`config.mk`:
```
export PLATFORM = sky130hd
export DESIGN_NAME = bid_arbiter
export DESIGN_NICKNAME = d
export VERILOG_FILES = /design/src/rtl/bid_arbiter.sv
export SDC_FILE = /design/constraint.sdc
export NUM_CORES = 1
export LEC_CHECK = 0
export CORE_ASPECT_RATIO = 2
export CORE_MARGIN = 5
export CORE_UTILIZATION = 49
export CTS_BUF_LIST = sky130_fd_sc_hd__clkbuf_2
export DETAILED_ROUTE_END_ITERATION = 10
export PLACE_DENSITY = 0.79
export SKIP_LAST_GASP = 1
export SLEW_MARGIN = 20
export SYNTH_ARGS = -nofsm -noshare
export SYNTH_HDL_FRONTEND = slang
export SYNTH_SLANG_ARGS = --single-unit
export TNS_END_PERCENT = 5
```
`constraint.sdc`:
```
create_clock -name clk -period 3 [get_ports clk]
set_clock_uncertainty 0.2 [all_clocks]
set_input_delay 0.6 -clock clk [delete_from_list [all_inputs] [get_ports clk]]
set_output_delay 0.6 -clock clk [all_outputs]
set_load 0.02 [all_outputs]
```
`src/rtl/bid_arbiter.sv`:
```
// Four-requester sealed-bid arbiter: latches a snapshot of bids and balances, scans
// them in round-robin order, and grants the highest eligible bid for one cycle.
// Optional loss counters (starvation override) are built when ARB_STARVE_EN is defined.
module bid_arbiter (
    input  logic        clk,
    input  logic        rst,
    input  logic [3:0]  req,
    input  logic [15:0] bid_bus,
    input  logic [39:0] bal_bus,
    output logic [3:0]  grant,
    output logic        grant_valid,
    output logic [3:0]  win_bid,
    output logic        no_win,
    output logic        busy
);
    localparam logic [1:0] S_IDLE  = 2'd0;
    localparam logic [1:0] S_SCAN  = 2'd1;
    localparam logic [1:0] S_GRANT = 2'd2;
    localparam logic [1:0] S_COOL  = 2'd3;

    logic [1:0]  state;
    logic [1:0]  rr_ptr;
    logic [1:0]  idx;
    logic [1:0]  cnt;
    logic [1:0]  best_idx;
    logic        found;
    logic [4:0]  best_key;
    logic [3:0]  req_s;
    logic [15:0] bid_s;
    logic [39:0] bal_s;
    logic [3:0]  elig_seen;

    logic [3:0]  cur_bid;
    logic [9:0]  cur_bal;
    logic        cur_sat;
    logic        cur_elig;
    logic [4:0]  cur_key;
    logic        better;
    logic        found_next;
    logic [1:0]  fin_idx;
    logic [3:0]  elig_next;

`ifdef ARB_STARVE_EN
    logic [2:0] loss [4];
`endif

    always_comb begin
        cur_bid = 4'd0;
        cur_bal = 10'd0;
        case (idx)
            2'd0: begin cur_bid = bid_s[3:0];   cur_bal = bal_s[9:0];   end
            2'd1: begin cur_bid = bid_s[7:4];   cur_bal = bal_s[19:10]; end
            2'd2: begin cur_bid = bid_s[11:8];  cur_bal = bal_s[29:20]; end
            default: begin cur_bid = bid_s[15:12]; cur_bal = bal_s[39:30]; end
        endcase
`ifdef ARB_STARVE_EN
        cur_sat = (loss[idx] == 3'd7);
`else
        cur_sat = 1'b0;
`endif
        // Strict less-than keeps the post-deduction balance at 1 or more.
        cur_elig   = req_s[idx] && (cur_bid != 4'd0) && ({6'd0, cur_bid} < cur_bal);
        // Saturated requesters sort above any plain bid via the key's top bit.
        cur_key    = {cur_sat, cur_bid};
        better     = cur_elig && (!found || (cur_key > best_key));
        found_next = found || better;
        fin_idx    = better ? idx : best_idx;
        elig_next  = elig_seen | (cur_elig ? (4'b0001 << idx) : 4'b0000);
    end

    always_ff @(posedge clk or posedge rst) begin
        if (rst) begin
            state       <= S_IDLE;
            rr_ptr      <= 2'd0;
            idx         <= 2'd0;
            cnt         <= 2'd0;
            best_idx    <= 2'd0;
            found       <= 1'b0;
            best_key    <= 5'd0;
            req_s       <= 4'd0;
            bid_s       <= 16'd0;
            bal_s       <= 40'd0;
            elig_seen   <= 4'd0;
            grant       <= 4'd0;
            grant_valid <= 1'b0;
            win_bid     <= 4'd0;
            no_win      <= 1'b0;
            busy        <= 1'b0;
`ifdef ARB_STARVE_EN
            for (int i = 0; i < 4; i++) loss[i] <= 3'd0;
`endif
        end else begin
            no_win <= 1'b0;
            case (state)
                S_IDLE: begin
                    if (|req) begin
                        req_s     <= req;
                        bid_s     <= bid_bus;
                        bal_s     <= bal_bus;
                        idx       <= rr_ptr;
                        cnt       <= 2'd0;
                        found     <= 1'b0;
                        best_key  <= 5'd0;
                        best_idx  <= 2'd0;
                        elig_seen <= 4'd0;
                        busy      <= 1'b1;
                        state     <= S_SCAN;
                    end
                end
                S_SCAN: begin
                    idx       <= idx + 2'd1;
                    cnt       <= cnt + 2'd1;
                    elig_seen <= elig_next;
                    if (better) begin
                        found    <= 1'b1;
                        best_key <= cur_key;
                        best_idx <= idx;
                    end
                    if (cnt == 2'd3) begin
                        if (found_next) begin
                            state <= S_GRANT;
                        end else begin
                            state  <= S_IDLE;
                            busy   <= 1'b0;
                            no_win <= 1'b1;
                        end
`ifdef ARB_STARVE_EN
                        for (int i = 0; i < 4; i++) begin
                            if (found_next && (2'(i) == fin_idx))
                                loss[i] <= 3'd0;
                            else if (elig_next[i] && (loss[i] != 3'd7))
                                loss[i] <= loss[i] + 3'd1;
                        end
`endif
                    end
                end
                S_GRANT: begin
                    grant       <= 4'b0001 << best_idx;
                    grant_valid <= 1'b1;
                    win_bid     <= best_key[3:0];
                    rr_ptr      <= best_idx + 2'd1;
                    state       <= S_COOL;
                end
                default: begin
                    grant       <= 4'd0;
                    grant_valid <= 1'b0;
                    win_bid     <= 4'd0;
                    busy        <= 1'b0;
                    state       <= S_IDLE;
                end
            endcase
        end
    end

`ifndef ARB_STARVE_EN
    logic unused_fin;
    assign unused_fin = ^fin_idx;
`endif
endmodule

```
==> out/qor.yml <==
power_density_mw_per_mm2: 1143
synth-seq-cells: 86
syn_area_per_cell_um2: 12.91
synth.cell_area_mm2: 0.003900
critPathMaxStageDelay_ps: 450
final_nets: 472
vdd_drop_max_v: 0.0006608
critPathArrivalTime_ps: 3400
multi_input_area_mm2: 0.001719
slew_headroom_pct: 60.12
syn_nets: 380
crit_chain: "buf_4 > ha_4 > a222oi_1 > a21oi_1 > ha_1 > nor2b_4 > o21ai_2 > a21oi_2 > o21ai_4 > buf_4 > nor3_4 > a22o_1"
p_leak_uw: 0.002183
dieArea_mm2: 0.009952
grt_pass1_vias: 3022
fin_crit_sh_pct: 102.4
globalRouteTotalUtil_pct: 18.98
final-setup-viol-count: 6
r2r_cells: 12
vias: 2798
overflow: 0
viasPerCell: 5.641
fillCellCount: 580
path_max_fanout: 6
critPathMostFrequentCell: "buf_4"
drc_errors: 0
clock-root-buffer: "clkbuf_2"
area_delta_synth_final_pct: 30.99
grt_start_max_net_pins: 87
status: "complete, but fails checks"
cts_tree: "yes"
crit_path_top_delay_cell: "dfrtp_1"
rsz0062_at_grt: "true"
drv_cap: 0
wl_per_cell_um: 17.92
grt_pass1_wl_mm: 14.25
syn_inst: 302
finalInstanceArea_mm2: 0.005109
violations: "setup timing"
r2r_end: "best_key[2]"
die_w_um: 73.09
critPathKind: "reg -> reg"
synthArstFlopShare_pct: 100.0
die_y_um: 136.2
fmax_mhz: 325.6
firstDrtPassIters: 5
rr_startpoint: "idx[0]"
htreeDepth: 3
drv_slew: 0
cts.sink_count: 86
gp_congestion: 0.8368
hold_class: "in -> async"
dpl_worst_slack_ps: -86.78
cts_made_buffers: 9
initial_core_util_pct: 49.46
io_pins: 73
clock_latency_ps: 580
tightest_slew_ps: 598.2
synth_edf_count: 0
rows: 46
hpwlAfterDp_mm: 6.515
yosysWarningCount: 0
regArea_mm2: 0.002152
antenna_found_initial: 1
synth_cell_type_count: 39
place_area_mm2: 0.004821
ctsHoldBuffers: 0
crit_family: "compound AO/OA/AOI/OAI gates"
hold_violations: 0
period_minus_slack_ps: 3071
cp.buffers_inverters: 2
coreArea_mm2: 0.007885
cp-start-kind: "flip-flop"
port_buffers: 72
cts_max_path_buffers: 2
setup_slack_ps: -71.34
ys.flop_type: "dfrtp_1"
drive_above_1_share_pct: 29.32
cp-end-kind: "flip-flop"
path_clk_slew_ps: 230
initialDrtViolationCount: 199
totalWireLength_mm: 8.886
r2r_slack_ps: -70
ant_nets: 0
required_ps: 3330
synth_seq_area_share_pct: 55.18
## through the flow
stage                     utilization [%]  std cells  power, µW  hold WS, ps  TNS [ps]
after floorplan                         -        302       3912        240.3         0
after global placement              61.14        471       4648        260.9         0
after detailed placement            61.14        471       4786        270.6    -595.9
after CTS                           63.71        492       5547        262.6         0
after global routing                64.79        496       6223        273.5     -1052
final                               64.79        496       5840        258.2    -295.2
## cells by family after synthesis
| group | after synthesis | synth area share, % |
|---|---|---|
| muxes | 58 | 17.04 |
| AOI/OAI and AO/OA | 69 | 13.51 |
| DFF | 86 | 55.18 |
| and+or+nand+nor | 44 | 5.743 |
| buffers and inverters | 29 | 3.401 |
| adders and majority gates | 16 | 5.133 |
## where the power goes
| group | internal, µW | switching [µW] | total [µW] |
|---|---|---|---|
| Combinational | 1680 | 1480 | 3150 |
| Clock | 193 | 415 | 607 |
| Sequential | 1700 | 376 | 2080 |
## flip-flops by register name, indices dropped and copies added, names as in the netlist
| register | flops |
|---|---|
| bal_s | 40 |
| bid_s | 16 |
| best_key | 4 |
| grant | 4 |
| req_s | 4 |
| win_bid | 4 |
| best_idx | 2 |
| cnt | 2 |
| idx | 2 |
| rr_ptr | 2 |
| state | 2 |
| busy | 1 |
| found | 1 |
| grant_valid | 1 |
| no_win | 1 |
## synth_stat cells, types with 2 or more instances
library cell / n / area share, %
a21oi_1: 10 / 1.3
a222oi_1: 8 / 2.1
a22o_1: 10 / 2.2
buf_2: 7 / 0.90
buf_6: 2 / 0.58
clkbuf_1: 5 / 0.48
dfrtp_1: 86 / 55
ha_1: 16 / 5.1
inv_1: 14 / 1.3
mux2_2: 57 / 16
nand2_1: 20 / 1.9
nand4_1: 3 / 0.48
nor2_1: 6 / 0.58
nor2b_1: 7 / 1.1
o21ai_0: 17 / 2.2
o2bb2ai_1: 8 / 1.8
o41ai_1: 4 / 0.90
## final cells by class
cell class	count	area share, %
Timing Repair Buffer	95	18.30
Multi-Input combinational cell	187	33.65
Tap cell	96	2.351
Clock buffer	9	0.8817
Sequential cell	86	42.13
Antenna cell	1	0.04898
Clock inverter	7	1.470
Inverter	15	1.176
## placed cells by master, fill, tap and decap left out, drive strengths merged, types with 2 or more instances in the layout
| cell type | synthesis | routed |
|---|---|---|
| a21oi | 10 | 10 |
| a222oi | 8 | 8 |
| a22o | 10 | 10 |
| buf | 9 | 23 |
| clkbuf | 5 | 9 |
| clkdlybuf4s50 | 0 | 72 |
| clkinv | 0 | 4 |
| clkinvlp | 0 | 3 |
| dfrtp | 86 | 86 |
| ha | 16 | 16 |
| inv | 15 | 14 |
| mux2 | 57 | 57 |
| nand2 | 20 | 20 |
| nand4 | 3 | 3 |
| nor2 | 6 | 6 |
| nor2b | 7 | 7 |
| nor3 | 2 | 2 |
| o21ai | 19 | 19 |
| o2bb2ai | 8 | 8 |
| o41ai | 4 | 4 |
## tightest hold or removal path, stage by stage
cell and delay (ps):
clkdlybuf4s50_1 440, clkinvlp_4 90, buf_12 360
## timing repair
action / CTS / global route
endpoints found under the setup margin: 10 / 10
resized for setup: 10 / 16
pin swaps: 7 / 15
buffers inserted: 5 / 3
## worst max-delay path by stage
stage,depth (start not counted),startpoint,slack [ps],end
6_report,12,idx[0],-70,best_key[2]
5_1_grt,11,idx[1],-170,best_key[1]
4_1_cts,12,idx[1],2,best_key[2]
3_5_place_dp,13,idx[0],-90,busy
3_3_place_gp,13,idx[0],10,busy
2_1_floorplan,12,idx[0],90,best_idx[0]
## routing by layer
layer,vias up,wire length (µm),global-route usage [%]
met4,0,286,12.53
met5,-,0,0
li1,1298,-,-
met1,1401,3161,20.55
met2,79,5085,32.85
met3,20,352,3.183
No activity file was read; power rests on OpenSTA's default activity.
